**config.mk**
```make
export PLATFORM = sky130hd
export DESIGN_NAME = puzzle_ctrl
export DESIGN_NICKNAME = d
export VERILOG_FILES = /design/src/rtl/puzzle_ctrl.sv
export SDC_FILE = /design/constraint.sdc
export NUM_CORES = 1
export LEC_CHECK = 0
export ABC_AREA = 0
export CAP_MARGIN = 10
export CORE_ASPECT_RATIO = 0.75
export CORE_MARGIN = 2
export CORE_UTILIZATION = 35
export DETAILED_ROUTE_END_ITERATION = 12
export PLACE_DENSITY_LB_ADDON = 0.2
export SLEW_MARGIN = 20
export SYNTH_ARGS = -nofsm -noshare
export SYNTH_HDL_FRONTEND = slang
export SYNTH_SLANG_ARGS = --single-unit
```
**constraint.sdc**
```tcl
create_clock -name sys_clk -period 5.3 [get_ports sys_clk]
set_clock_uncertainty 0.1 [all_clocks]
set_input_delay 0.53 -clock sys_clk [delete_from_list [all_inputs] [get_ports sys_clk]]
set_output_delay 0.53 -clock sys_clk [all_outputs]
set_load 0.005 [all_outputs]
```
**src/rtl/puzzle_ctrl.sv**
```systemverilog
`default_nettype none
// =============================================================================
// Module   : puzzle_ctrl
// Summary  : 2x2 image puzzle controller. It debounces five buttons, shuffles
//            the tiles with an LFSR and applies player moves to img_nums.
//            Define BLANK_TILE_EN for sliding mode. The default is swap mode.
// Revision : 1.0  initial release
// =============================================================================
module puzzle_ctrl #(
    parameter int          DEBOUNCE_CYCLES = 1_000_000,
    parameter int          SHUFFLE_STEPS   = 32,
    parameter logic [15:0] LFSR_SEED       = 16'hACE1
) (
    input  logic        sys_clk,
    input  logic        rst,
    input  logic        btn_up,
    input  logic        btn_down,
    input  logic        btn_left,
    input  logic        btn_right,
    input  logic        btn_center,
    output logic [11:0] img_nums,
    output logic [1:0]  cursor_pos,
    output logic        selected,
    output logic        solved,
    output logic [7:0]  move_cnt
);

    localparam int          CW        = (DEBOUNCE_CYCLES > 1) ? $clog2(DEBOUNCE_CYCLES) : 1;
    localparam int          SW        = $clog2(SHUFFLE_STEPS + 1);
    localparam logic [CW-1:0] C_DB_LAST = CW'(DEBOUNCE_CYCLES - 1);
    localparam logic [SW-1:0] C_SH_LAST = SW'(SHUFFLE_STEPS);
    localparam logic [11:0] C_SOLVED  = 12'h053;
`ifdef BLANK_TILE_EN
    localparam bit          C_SLIDING = 1'b1;
`else
    localparam bit          C_SLIDING = 1'b0;
`endif

    typedef enum logic [1:0] {
        S_IDLE    = 2'd0,
        S_SHUFFLE = 2'd1,
        S_PLAY    = 2'd2,
        S_SOLVED  = 2'd3
    } state_t;

    function automatic logic [2:0] f_get(input logic [11:0] l, input logic [1:0] p);
        case (p)
            2'd0:    f_get = l[11:9];
            2'd1:    f_get = l[8:6];
            2'd2:    f_get = l[5:3];
            default: f_get = l[2:0];
        endcase
    endfunction

    function automatic logic [11:0] f_put(input logic [11:0] l, input logic [1:0] p,
                                          input logic [2:0] v);
        logic [11:0] r;
        r = l;
        case (p)
            2'd0:    r[11:9] = v;
            2'd1:    r[8:6]  = v;
            2'd2:    r[5:3]  = v;
            default: r[2:0]  = v;
        endcase
        return r;
    endfunction

    // Both fields are read from the old layout, so the result is always a permutation.
    function automatic logic [11:0] f_swap(input logic [11:0] l, input logic [1:0] p,
                                           input logic [1:0] q);
        return f_put(f_put(l, p, f_get(l, q)), q, f_get(l, p));
    endfunction

`ifdef BLANK_TILE_EN
    function automatic logic [1:0] f_blank_pos(input logic [11:0] l);
        logic [1:0] r;
        r = 2'd0;
        for (int k = 0; k < 4; k++) begin
            if (f_get(l, 2'(k)) == 3'd3) r = 2'(k);
        end
        return r;
    endfunction

    function automatic logic [11:0] f_present(input logic [11:0] l);
        logic [11:0] r;
        r = l;
        for (int k = 0; k < 4; k++) begin
            if (f_get(l, 2'(k)) == 3'd3) r = f_put(r, 2'(k), 3'b100);
        end
        return r;
    endfunction
`endif

    // ---------------------------------------------------------------- debounce
    logic [4:0] w_raw;
    logic [4:0] w_pulse;

    assign w_raw = {btn_center, btn_up, btn_down, btn_left, btn_right};

    for (genvar gi = 0; gi < 5; gi++) begin : g_db
        logic [1:0]    r_sync;
        logic          r_level;
        logic [CW-1:0] r_cnt;
        logic          r_pulse;

        // r_level only flips after DEBOUNCE_CYCLES consecutive disagreeing samples.
        always_ff @(posedge sys_clk or posedge rst) begin
            if (rst) begin
                r_sync  <= 2'b00;
                r_level <= 1'b0;
                r_cnt   <= '0;
                r_pulse <= 1'b0;
            end else begin
                r_sync  <= {r_sync[0], w_raw[gi]};
                r_pulse <= 1'b0;
                if (r_sync[1] == r_level) begin
                    r_cnt <= '0;
                end else if (r_cnt == C_DB_LAST) begin
                    r_cnt   <= '0;
                    r_level <= r_sync[1];
                    r_pulse <= r_sync[1];
                end else begin
                    r_cnt <= r_cnt + 1'b1;
                end
            end
        end

        assign w_pulse[gi] = r_pulse;
    end

    logic w_center, w_up, w_down, w_left, w_right;

    assign w_center = w_pulse[4];
    assign w_up     = w_pulse[3] & ~w_pulse[4];
    assign w_down   = w_pulse[2] & ~|w_pulse[4:3];
    assign w_left   = w_pulse[1] & ~|w_pulse[4:2];
    assign w_right  = w_pulse[0] & ~|w_pulse[4:1];

    // -------------------------------------------------------------------- lfsr
    logic [15:0] r_lfsr;

    always_ff @(posedge sys_clk or posedge rst) begin
        if (rst) r_lfsr <= LFSR_SEED;
        else     r_lfsr <= {r_lfsr[14:0], r_lfsr[15] ^ r_lfsr[13] ^ r_lfsr[12] ^ r_lfsr[10]};
    end

    // --------------------------------------------------------------------- fsm
    state_t        r_state;
    logic [11:0]   r_img;
    logic [1:0]    r_cursor;
    logic [1:0]    r_mpos;
    logic          r_sel;
    logic          r_solved;
    logic [7:0]    r_move_cnt;
    logic [SW-1:0] r_step;

    logic [1:0]  w_nb;
    logic        w_legal;
    logic [11:0] w_play_swap;
    logic        w_play_solved;
    logic [1:0]  w_sh_nb;
    logic [11:0] w_sh_swap;
    logic [1:0]  w_start_pos;
    logic [1:0]  w_exit_cursor;
    logic [7:0]  w_cnt_inc;

    // Bit 1 of a position is the row and bit 0 is the column. A legal move toggles exactly one of them.
    assign w_nb          = (w_up | w_down) ? (r_cursor ^ 2'b10) : (r_cursor ^ 2'b01);
    assign w_legal       = (w_up & r_cursor[1]) | (w_down & ~r_cursor[1]) |
                           (w_left & r_cursor[0]) | (w_right & ~r_cursor[0]);
    assign w_play_swap   = f_swap(r_img, r_cursor, w_nb);
    assign w_play_solved = (w_play_swap == C_SOLVED);
    assign w_sh_nb       = r_lfsr[0] ? (r_mpos ^ 2'b10) : (r_mpos ^ 2'b01);
    assign w_sh_swap     = f_swap(r_img, r_mpos, w_sh_nb);
    assign w_cnt_inc     = (r_move_cnt == 8'hFF) ? 8'hFF : (r_move_cnt + 8'd1);

`ifdef BLANK_TILE_EN
    assign w_start_pos   = f_blank_pos(r_img);
    assign w_exit_cursor = r_mpos;
    assign img_nums      = (r_state == S_SHUFFLE || r_state == S_PLAY) ? f_present(r_img) : r_img;
`else
    assign w_start_pos   = 2'd0;
    assign w_exit_cursor = 2'd0;
    assign img_nums      = r_img;
`endif

    always_ff @(posedge sys_clk or posedge rst) begin
        if (rst) begin
            r_state    <= S_IDLE;
            r_img      <= C_SOLVED;
            r_cursor   <= 2'd0;
            r_mpos     <= 2'd0;
            r_sel      <= 1'b0;
            r_solved   <= 1'b1;
            r_move_cnt <= 8'd0;
            r_step     <= '0;
        end else begin
            case (r_state)
                S_IDLE, S_SOLVED: begin
                    r_sel <= 1'b0;
                    if (w_center) begin
                        r_state    <= S_SHUFFLE;
                        r_step     <= '0;
                        r_move_cnt <= 8'd0;
                        r_mpos     <= w_start_pos;
                    end
                end
                S_SHUFFLE: begin
                    // Shuffle steps continue past the budget while the layout is still solved.
                    if (r_step != C_SH_LAST || r_img == C_SOLVED) begin
                        r_img    <= w_sh_swap;
                        r_mpos   <= w_sh_nb;
                        r_solved <= (w_sh_swap == C_SOLVED);
                        if (r_step != C_SH_LAST) r_step <= r_step + 1'b1;
                    end else begin
                        r_state  <= S_PLAY;
                        r_cursor <= w_exit_cursor;
                        r_sel    <= 1'b0;
                    end
                end
                S_PLAY: begin
                    if (w_center) begin
                        if (!C_SLIDING) r_sel <= ~r_sel;
                    end else if (w_legal) begin
                        r_cursor <= w_nb;
                        if (C_SLIDING || r_sel) begin
                            r_img      <= w_play_swap;
                            r_solved   <= w_play_solved;
                            r_move_cnt <= w_cnt_inc;
                            if (w_play_solved) begin
                                r_state <= S_SOLVED;
                                r_sel   <= 1'b0;
                            end
                        end
                    end
                end
                default: r_state <= S_IDLE;
            endcase
        end
    end

    assign cursor_pos = r_cursor;
    assign selected   = r_sel;
    assign solved     = r_solved;
    assign move_cnt   = r_move_cnt;

endmodule
`default_nettype wire

```
; Word-level counts from Yosys, hierarchy flattened
; Cells that the tools add are included.
[classes]
reduce_logical = 32
n_mux = 82
bitwise = 26
add_sub_neg = 7
n_mul = 0
magnitude_cmp = 0
div = 0
n_shift = 0
eq_ne = 35
[op_table]
columns = operator, n
row1 = $mux W20, 10
row2 = $add A20 B1 Y20 const B, 5
row3 = $eq A20 B20 Y1 const B, 5
row4 = $mux W12, 4
row5 = $mux W3, 16
row6 = $mux W8, 5
row7 = $eq A12 B7 Y1 const B, 3
row8 = $pmux W3 S3, 4
row9 = $mux W2, 13
row10 = $pmux W12 S2, 1
row11 = $mux W1, 19
row12 = $mux W6, 3
row13 = $ne A2 B2 Y1 const B, 8
row14 = $pmux W8 S2, 1
row15 = $reduce_or A3 Y1, 5
row16 = $eq A2 B2 Y1 const B, 6
row17 = $pmux W6 S2, 1
row18 = $reduce_and A2 Y1, 6
row19 = $not A1 Y1, 11
row20 = $eq A2 B1 Y1 const B, 5
row21 = $logic_not A2 Y1, 5
row22 = $reduce_and A5 Y1, 2
row23 = $add A8 B1 Y8 const B, 1
row24 = $and A1 B1 Y1, 8
row25 = 19 further kinds, 35
[totals]
out_inout_bits = 24
mem_bits_ro = 0
ramBits = 0
latchBits = 0
ff_bits = 170
n_memories = 0

; Logic depth before layout (Yosys ltp)
; Gate-level depths: netlist of the first run.
[depth]
depth_word = 15
ltp_mapped = 10
mapped_depth_nobuf = 9

; Worst setup path before layout of the first run
; Ideal clock, no wire load.
[synth_timing]
path_type = reg2reg
start = reg g_db[4].r_pulse
end = reg r_state[1]
path_stages_with_launch = 9
n_path_buf = 1
setup_slack_ps = 3032
arrival_time_ps = 2089
synth_period_minus_slack_ps = 2268
path_cell_list = dfrtp_1 -> o21ba_1 -> buf_6 -> mux2i_4 -> o221ai_1 -> a211o_1 -> nor4_2 -> o21a_2 -> mux2i_1
[synth_between]
elab_chain_len = 12
elab_cells_between_ends = 39
cone_classes = 7 x eq/ne / 10 x mux / 13 x bitwise / 9 x reduce/logical
[synth_lines]
columns = element, line_no
row1 = start: declaration, 104  ; logic r_pulse;
row2 = start signal: assignment, 121  ; r_pulse <= r_sync[1];
row3 = $reduce_or A2 Y1, 135  ; assign w_down = w_pulse[2] & ~|w_pulse[4:3];
row4 = $logic_not A1 Y1, 135
row5 = $and A1 B1 Y1, 135
row6 = $or A1 B1 Y1, 168  ; assign w_nb = (w_up | w_down) ? (r_cursor ^ 2'b10) : (r_cursor ^ 2'b01);
row7 = $mux W2, 168
row8 = "$eq A2 B2 Y1, or another cell as far along", "47, 59"
row9 = $pmux W3 S3, 47  ; case (p)
row10 = $mux W3 (2 in series), 59  ; case (p)
row11 = $eq A12 B7 Y1, 172  ; assign w_play_solved = (w_play_swap == C_SOLVED);
row12 = $ne A2 B2 Y1 (no source line), n/a
row13 = $reduce_and A6 Y1 (no source line) (*), n/a
row14 = end signal: assignment, 189  ; r_state <= S_IDLE;
row15 = end signal: assignment, 202  ; r_state <= S_SHUFFLE;
row16 = end signal: assignment, 216  ; r_state <= S_PLAY;
row17 = end: declaration, 148  ; state_t r_state;
; Mark *: on every way between the ends. The rest lies on a longest branch, timed or not.
; A chain may end at the register's enable or synchronous reset.

; Final worst setup path of the first run
[layout_timing]
start = reg g_db[4].r_pulse
end = reg r_state[0]
; The elaborated chain is that of the path after synthesis.

==> impl_metrics.csv, run 1 <==
group,metric,value,unit
floorplan,core,0.0240,mm^2
setup_path,reg2reg_depth,7,
logic_synthesis,synth_edf_count,0,
logic_synthesis,yosysSeqAreaShare,0.497,
logic_synthesis,ys_types,69,
clock_tree,ctsResizeCount,0,
setup_path,path_cells,"o21ba_1, mux2i_4, o221ai_1, a211o_1, nor4_2, o21a_2, mux2i_1",
logic_synthesis,synthMostInstantiatedCell,"dfrtp_1",
sta,min_period,3100,ps
floorplan,initial_core_util,0.357,
clock_tree,cts_buffers,17,
logic_synthesis,syn_inst,872,
detailed_routing,vias_per_cell,5.01,
logic_synthesis,ys_warn_count,0,
setup_path,path_delay_family,"compound AO/OA/AOI/OAI gates",
layout,diodes,0,
detailed_routing,drt-total-wl,18000,um
global_route,grt_pass1_wl,30300,um
flow_run,maxCapViolCount,0,
pwr,ir_drop,0.000246,V
logic_synthesis,ys_ff_latch,170,
sta,timing_hold_violations_final,0,
sta,worst_pin_slew,934,ps
sta,setup_viol,0,
global_route,grt_pass1_vias,5789,
global_route,gr-total-overflow,0,
sta,drv_slew,0,
layout,seq_area,0.00427,mm^2
placement,gp_congestion,0.828,
layout,postLayoutCoreUtil,0.408,
pwr,leakage,4.19,nW
sta,final.period_utilization,0.585,
clock_tree,cts_tree,"built",
layout,n_fill_cell,2379,
clock_tree,htreeDepth,4,
logic_synthesis,netlist_top_cells_area,"dfrtp_1 (46%), xor2_1 (5.9%), nor2_1 (5.9%)",
detailed_routing,initialDrtViolationCount,412,
logic_synthesis,synth.top_cell.area_share,0.458,
detailed_routing,drt-wirelength-per-cell,14.6,um
logic_synthesis,avgSynthCellArea,9.84,um^2
floorplan,die_h,140,um
logic_synthesis,async_flop_share,1.00,
layout,fin_cells,1234,
clock_tree,path_clk_slew,70,ps
logic_synthesis,synth_flop_cell,"dfrtp_1",
detailed_routing,num_vias,6177,
setup_path,reg2reg_from,"g_db[4].r_pulse",
setup_path,r2r-end,"r_state[0]",
layout,fin_nets,909,
setup_path,worst-path-stages,7,
clock_tree,cts.sinks,170,
global_route,grt_max_degree,95,
worst_hold_path,hold_start,"r_lfsr[2]",
setup_path,endpoint_kind,"flip-flop",
setup_path,crit_path_top_delay_cell,"o21ba_1",
setup_path,critPathMaxFanout,16,
floorplan,die_w,185,um
floorplan,die_area,0.0258,mm^2
detailed_routing,drc,0,
global_route,grt.total_usage,0.147,
sta,rsz0062_at_grt,"no",
clock_tree,post_cts_buffers,0,
floorplan,rows,49,
logic_synthesis,yosysTopAreaCell,"dfrtp_1",
setup_path,cp.arrival,3340,ps
logic_synthesis,syn_nets,890,
setup_path,startpoint_type,"flip-flop",
layout,drive_gt1_frac,0.0764,
clock_tree,clock_latency,430,ps
detailed_routing,ant_nets,0,
setup_path,reg2reg_slack,2200,ps
clock_tree,clock_path_buffers,2,
worst_hold_path,holdPathStages,0,
worst_hold_path,hold_path_end,"r_lfsr[3]",
setup_path,path_class,"reg -> reg",
layout,multiInputGateArea,0.00411,mm^2
pwr,p_per_area,274,mW/mm^2
sta,fmax,322,MHz
placement,port_buffers,30,
worst_hold_path,hp-class,"reg -> reg",
setup_path,slowest_delay,680,ps
clock_tree,ctsHoldBuffers,0,
detailed_routing,dr.pass1.iters,6,
sta,setup_tns,0,ps
sta,slew_headroom,0.377,
setup_path,required,5540,ps
logic_synthesis,synth_common_cells,"dfrtp_1 (157), nor2_1 (134), nand2_1 (69), nand3_1 (59), xor2_1 (58)",
placement,placed_cells,1203,
run_status,outcome,"finished, final reports clean",
global_route,antenna_found_initial,0,
layout,syn2layout_area_growth,14.3,%
placement,dp_hpwl,12100,um
clock_tree,cts-root-buf,"clkbuf_16",
setup_path,path_buf_inv,0,
logic_synthesis,netlist_area,0.00858,mm^2
floorplan,num_io_pins,31,
[cells in the final DEF, fill, tap and decap left out, types with 17 or more instances in the layout]
master / n
xor2_1: 58
and3_1: 34
nand2_1: 69
o21ai_0: 40
nand3_1: 59
clkdlybuf4s50_1: 30
xnor2_1: 37
nor2_1: 134
mux2i_1: 18
dfrtp_1: 157
clkbuf_16: 17
a21oi_1: 20
[flip-flops by register name, summed over array words and instances, names as in the netlist, 5 cells and up]
signal        count
g_db.r_cnt      100
g_db.r_level      5
g_db.r_pulse      5
g_db.r_sync      10
img_nums         12
move_cnt          8
r_lfsr           16
r_step            6
[through the flow]
step	hold slack, ps	area [um^2]	total power [W]	setup WS (ps)
after global routing	259	9810	0.00280	1880
after CTS	249	9810	0.00273	2230
after detailed placement	236	9190	0.00141	2260
after floorplan	231	8580	0.00139	88.1
after global placement	232	9190	0.00141	2370
final	249	9810	0.00269	2200
[where the power goes]
| part | internal [W] | leakage (nW) | switching (W) |
|---|---|---|---|
| Sequential | 0.00131 | 2.29 | 0.0000109 |
| Clock | 0.000799 | 0.296 | 0.000508 |
| Combinational | 0.0000160 | 1.60 | 0.0000446 |
[cell families (layout without fill, tap and decap cells)]
| group | count (synthesis) | after routing | share of synthesized area |
|---|---|---|---|
| multiplexers | 33 | 33 | 0.0446 |
| AND/OR/NAND/NOR | 393 | 393 | 0.226 |
| buffers and inverters | 49 | 80 | 0.0235 |
| AO/OA/AOI/OAI | 121 | 121 | 0.0950 |
| flip-flops | 170 | 170 | 0.497 |
| adder cells (fa/ha/maj) | 11 | 11 | 0.0160 |
| XOR/XNOR | 95 | 95 | 0.0969 |
[worst max path at each step]
| stage | slack, ps | to | startpoint |
|---|---|---|---|
| final | 2200 | r_state[0] | g_db[4].r_pulse |
| after global routing | 1880 | img_nums[5] | cursor_pos[1] |
| after CTS | 2230 | r_state[0] | g_db[4].r_pulse |
| after detailed placement | 2260 | r_state[0] | g_db[4].r_pulse |
| after global placement | 2370 | r_state[0] | g_db[4].r_pulse |
| after floorplan | 90 | cursor_pos[0] | rst |
[metal layers]
metal / vias to the layer above / wire, um / GRT usage
li1: 3082 / - / -
met1: 2999 / 9880 / 0.229
met2: 87 / 7370 / 0.198
met3: 9 / 621 / 0.0416
met4: 0 / 135 / 0.0363
met5: - / 0 / 0
[worst register-to-register path, delay by kind of cell (launching register included)]
family,cells,cell delay (ps)
mux,2,570
flops,1,450
simple gates,1,490
compound gates,4,1420
[final cells by class]
class                           instances  area share
Clock buffer                           20      0.0455
Clock inverter                         11      0.0175
Inverter                               18     0.00740
Multi-Input combinational cell        653       0.419
Sequential cell                       170       0.435
Tap cell                              331      0.0422
Timing Repair Buffer                   31      0.0327
Power figures use the tool's default switching activity.
==> run 2: changes to the inputs <==
==> constraint.sdc (replaced) <==
create_clock -name sys_clk -period 2.75 [get_ports sys_clk]
set_clock_uncertainty 0.1 [all_clocks]
set_input_delay 0.275 -clock sys_clk [delete_from_list [all_inputs] [get_ports sys_clk]]
set_output_delay 0.275 -clock sys_clk [all_outputs]
set_load 0.005 [all_outputs]
==> impl_metrics.csv, run 2 (synthesis gave the netlist of run 1 again) <==
group,metric,value,unit
pwr,p_clk_frac,0.485,
setup_path,path_class,"reg -> reg",
setup_path,path_cells,"o21ba_2, buf_4, nand2_1, o221ai_1, a211o_1, nor4_4, o21a_2, mux2i_1",
pwr,switchingPower,0.00110,W
global_route,grt_pass1_wl,31300,um
sta,drv_slew,0,
sta,holdWs,184,ps
clock_tree,ctsHoldBuffers,0,
clock_tree,ctsResizeCount,0,
worst_hold_path,hp-class,"in -> reg",
layout,seq_area,0.00427,mm^2
clock_tree,cts-root-buf,"clkbuf_16",
setup_path,startpoint_type,"flip-flop",
floorplan,initial_core_util,0.357,
layout,n_fill_cell,2366,
floorplan,die_area,0.0258,mm^2
sta,setup_ws,159,ps
global_route,grt_pass1_vias,5980,
clock_tree,htreeDepth,4,
placement,gp_congestion,0.833,
placement,port_buffers,30,
setup_path,crit_path_top_delay_cell,"dfrtp_1",
pwr,leakage,4.31,nW
global_route,met2_usage,0.204,
setup_path,slowest_delay,420,ps
global_route,gr-total-overflow,0,
detailed_routing,dr.pass1.iters,5,
setup_path,cp.arrival,2840,ps
setup_path,endpoint_kind,"flip-flop",
pwr,swShare,0.212,
floorplan,die_h,140,um
detailed_routing,vias_per_cell,5.03,
global_route,antenna_found_initial,0,
clock_tree,cts_tree,"built",
setup_path,required,3000,ps
sta,setup_viol,0,
global_route,grt_max_degree,105,
clock_tree,post_cts_buffers,0,
floorplan,num_io_pins,31,
pwr,ir_drop,0.000428,V
pwr,p_per_area,518,mW/mm^2
clock_tree,clock_latency,430,ps
layout,layout_commonest_cell,"dfrtp_1",
sta,setup_tns,0,ps
setup_path,critPathMaxFanout,10,
floorplan,core,0.0240,mm^2
placement,dp_hpwl,12300,um
global_route,met1_usage,0.237,
run_status,outcome,"finished, final reports clean",
placement,dp_worst_setup_slack,79.7,ps
pwr,intPower,0.00408,W
flow_run,maxCapViolCount,0,
layout,diodes,0,
sta,fmax,386,MHz
detailed_routing,initialDrtViolationCount,457,
setup_path,path_delay_family,"compound AO/OA/AOI/OAI gates",
placement,dpl_cell_area,0.00937,mm^2
floorplan,rows,49,
detailed_routing,drc,0,
global_route,grt.total_usage,0.151,
layout,final_area,0.0100,mm^2
clock_tree,cts_buffers,17,
detailed_routing,drt-wirelength-per-cell,14.5,um
layout,fin_nets,931,
detailed_routing,ant_nets,0,
sta,final.period_utilization,0.942,
global_route,grt_use_met3,0.0356,
sta,timing_hold_violations_final,0,
clock_tree,path_clk_slew,60,ps
sta,slew_headroom,0.556,
layout,multiInputGateArea,0.00413,mm^2
sta,min_period,2590,ps
layout,drive_gt1_frac,0.103,
layout,regMostFlops,"g_db.r_cnt",
setup_path,path_buf_inv,1,
detailed_routing,drt-total-wl,18200,um
pwr,power_frac_seq,0.492,
detailed_routing,num_vias,6316,
floorplan,die_w,185,um
pwr,p_comb_frac,0.023,
clock_tree,clock_path_buffers,2,
clock_tree,cts.sinks,170,
layout,syn2layout_area_growth,16.5,%
sta,rsz0062_at_grt,"no",
sta,worst_pin_slew,665,ps
global_route,busiest_layer,"met1",
layout,final_cell_mix,"dfrtp_1 (157), nor2_1 (134), nand2_1 (69)",
layout,largest_reg_flops,100,
[run 2: changes by cell type in the layout (fill, tap and decap cells not counted)]
cell	delta
nor4_2	-1
clkinv_2	+1
bufinv_16	-1
o221ai_2	+1
buf_4	+21
buf_12	+1
nor4_4	+1
o21ba_1	-1
o21ba_2	+1
clkbuf_8	+3
clkinv_4	-1
o221ai_1	-1
clkbuf_1	-2
[run 2: layout make-up]
cell class | count | share of cell area
Sequential cell | 170 | 0.427
Multi-Input combinational cell | 653 | 0.413
Timing Repair Buffer | 53 | 0.0498
Clock buffer | 21 | 0.0480
Tap cell | 331 | 0.0414
Clock inverter | 10 | 0.0139
Inverter | 18 | 0.00713
[run 2: worst register-to-register path, stage by stage, from the launching register on]
cell	delay, ps
dfrtp_1	420
o21ba_2	330
buf_4	190
nand2_1	230
o221ai_1	180
a211o_1	330
nor4_4	360
o21a_2	200
mux2i_1	180
[run 2: path summary, 6_finish.rpt]
check | from | cells after the start | to | slack (ps)
max reg2reg | g_db[3].r_pulse | 8 | r_state[1] | 160
max | g_db[3].r_pulse | 8 | r_state[1] | 160
max in group asynchronous | rst | 3 | img_nums[3] | 1820
min in group asynchronous | rst | 3 | g_db[2].r_cnt[17] | 220
min | btn_right | 1 | g_db[0].r_sync[0] | 180
min reg2reg | g_db[2].r_sync[0] | 0 | g_db[2].r_sync[1] | 240
[run 2: metal layers]
| metal | wire, um | vias up |
|---|---|---|
| li1 | - | 3128 |
| met1 | 9790 | 3071 |
| met2 | 7420 | 106 |
| met3 | 817 | 11 |
| met4 | 148 | 0 |
| met5 | 0 | - |
[run 2: power by group through the flow]
| stage | sequential (W) | combinational (W) | clock [W] |
|---|---|---|---|
| 6_report | 0.00255 | 0.000120 | 0.00252 |
| 5_1_grt | 0.00255 | 0.000144 | 0.00270 |
| 4_1_cts | 0.00255 | 0.000127 | 0.00259 |
| 3_5_place_dp | 0.00259 | 0.000127 | 0 |
| 3_3_place_gp | 0.00259 | 0.000127 | 0 |
| 2_1_floorplan | 0.00259 | 0.0000822 | 0 |
[run 2: through the flow]
step,utilization,total power (W),instances
detailed placement,0.390,0.00272,1225
CTS,0.416,0.00527,1256
global placement,0.390,0.00272,1225
global route,0.416,0.00540,1256
finish,0.416,0.00518,1256
floorplan,-,0.00267,872
==> run 3: changes to the inputs <==
--- a/config.mk
+++ b/config.mk
@@ -11,7 +11,7 @@
 export CORE_MARGIN = 2
 export CORE_UTILIZATION = 35
 export DETAILED_ROUTE_END_ITERATION = 12
-export PLACE_DENSITY_LB_ADDON = 0.2
+export PLACE_DENSITY = 0.6
 export SLEW_MARGIN = 20
 export SYNTH_ARGS = -nofsm -noshare
 export SYNTH_HDL_FRONTEND = slang
==> impl_metrics.csv, run 3 (synthesis gave the netlist of run 1 again) <==
group,metric,value,unit
detailed_routing,drc,0,
layout,fin_cells,1254,
floorplan,die_w,185,um
setup_path,path_class,"reg -> reg",
setup_path,slowest_delay,380,ps
detailed_routing,ant_nets,0,
sta,setup_viol,0,
clock_tree,clock_path_buffers,2,
layout,diodes,0,
worst_hold_path,hp-class,"in -> reg",
floorplan,die_h,140,um
floorplan,die_area,0.0258,mm^2
run_status,outcome,"finished, final reports clean",
detailed_routing,initialDrtViolationCount,464,
pwr,switchingPower,0.00123,W
setup_path,cp.arrival,2780,ps
layout,layout_commonest_cell,"dfrtp_1",
pwr,swShare,0.245,
sta,worst_pin_slew,636,ps
flow_run,maxCapViolCount,0,
clock_tree,htreeDepth,4,
global_route,antenna_found_initial,0,
setup_path,endpoint_kind,"flip-flop",
pwr,p_clk_frac,0.470,
clock_tree,ctsHoldBuffers,0,
pwr,leakage,4.28,nW
sta,drv_slew,0,
detailed_routing,dr.pass1.iters,5,
layout,regMostFlops,"g_db.r_cnt",
clock_tree,path_clk_slew,80,ps
clock_tree,cts.sinks,170,
clock_tree,clock_latency,430,ps
setup_path,required,3000,ps
setup_path,critPathMaxFanout,11,
layout,final_cell_mix,"dfrtp_1 (157), nor2_1 (134), nand2_1 (69)",
global_route,grt.total_usage,0.146,
detailed_routing,vias_per_cell,5.05,
global_route,gr-total-overflow,0,
sta,final.period_utilization,0.919,
pwr,ir_drop,0.000444,V
clock_tree,cts_tree,"built",
placement,dp_hpwl,12100,um
sta,slew_headroom,0.575,
layout,drive_gt1_frac,0.102,
detailed_routing,drt-wirelength-per-cell,14.1,um
sta,fmax,396,MHz
pwr,p_per_area,505,mW/mm^2
placement,gp_congestion,0.867,
global_route,grt_max_degree,88,
sta,timing_hold_violations_final,0,
sta,rsz0062_at_grt,"no",
sta,min_period,2530,ps
global_route,grt_pass1_vias,6038,
sta,setup_tns,0,ps
pwr,power_frac_seq,0.506,
layout,syn2layout_area_growth,16.0,%
pwr,p_total,0.00503,W
layout,n_fill_cell,2392,
floorplan,num_io_pins,31,
placement,port_buffers,30,
detailed_routing,num_vias,6329,
placement,dp_worst_setup_slack,94.4,ps
floorplan,rows,49,
layout,largest_reg_flops,100,
placement,placed_cells,1222,
setup_path,crit_path_top_delay_cell,"dfrtp_1",
sta,setup_ws,222,ps
floorplan,core,0.0240,mm^2
sta,holdWs,175,ps
setup_path,path_cells,"o21ba_2, buf_4, mux2i_1, o221ai_1, nand4b_1, nor4_4, o21a_2, mux2i_1",
layout,fin_nets,928,
clock_tree,cts-root-buf,"clkbuf_16",
clock_tree,cts_buffers,17,
setup_path,crit_top_cell,"mux2i_1",
floorplan,initial_core_util,0.357,
setup_path,startpoint_type,"flip-flop",
global_route,grt_pass1_wl,30500,um
detailed_routing,drt-total-wl,17700,um
pwr,intPower,0.00380,W
pwr,p_comb_frac,0.024,
==> run 3: layout make-up <==
class | count | area (um^2) | share of cell area
timing repair buffer | 50 | 475 | 0.0478
clock inverter | 14 | 150 | 0.0151
clock buffer | 18 | 439 | 0.0441
inverter | 18 | 71.3 | 0.00716
tap | 331 | 414 | 0.0416
sequential | 170 | 4270 | 0.429
multi-input combinational | 653 | 4130 | 0.415
==> run 3: per-stage QoR <==
stage | util | instance area (um^2)
3_5_place_dp | 0.389 | 9340
6_report | 0.414 | 9950
4_1_cts | 0.413 | 9930
3_3_place_gp | 0.389 | 9340
5_1_grt | 0.414 | 9950
2_1_floorplan | - | 8590
==> run 3: repair_timing <==
| item | CTS | global route |
|---|---|---|
| buffers inserted | 0 | 0 |
| endpoints found under the setup margin | 0 | 8 |
| gates resized for setup | 0 | 4 |
==> run 3: path summary, 6_finish.rpt <==
| kind | start | slack, ps | cells after the start | endpoint |
|---|---|---|---|---|
| worst max register to register | g_db[4].r_pulse | 220 | 8 | r_state[0] |
| worst max-delay path | g_db[4].r_pulse | 220 | 8 | r_state[0] |
| worst min register to register | g_db[2].r_sync[0] | 250 | 0 | g_db[2].r_sync[1] |
| worst min-delay path | btn_left | 170 | 1 | g_db[1].r_sync[0] |
| min in group asynchronous | rst | 220 | 3 | g_db[3].r_sync[0] |
| max in group asynchronous | rst | 1900 | 3 | img_nums[1] |
==> run 3: worst max-delay path, delay by kind of cell (launching register included) <==
kind,cells,cell delay (ps)
mux,2,460
flops,1,380
simple gates,2,570
buf+inv,1,200
compound gates,3,730
==> run 3: power by group through the flow <==
| stage | logic [W] | registers [W] | clock network [W] |
|---|---|---|---|
| 2_1_floorplan | 0.0000822 | 0.00259 | 0 |
| 3_3_place_gp | 0.000125 | 0.00259 | 0 |
| 3_5_place_dp | 0.000126 | 0.00259 | 0 |
| 4_1_cts | 0.000127 | 0.00255 | 0.00244 |
| 5_1_grt | 0.000142 | 0.00255 | 0.00254 |
| 6_report | 0.000119 | 0.00255 | 0.00237 |
==> run 3: routing by layer <==
| layer | vias to the layer above | wire, um | part of all wire | track usage |
|---|---|---|---|---|
| met5 | - | 0 | 0 | 0 |
| met4 | 0 | 222 | 0.013 | 0.0535 |
| met3 | 20 | 683 | 0.039 | 0.0267 |
| met2 | 130 | 7410 | 0.42 | 0.205 |
| met1 | 3052 | 9400 | 0.53 | 0.224 |
| li1 | 3127 | - | - | - |
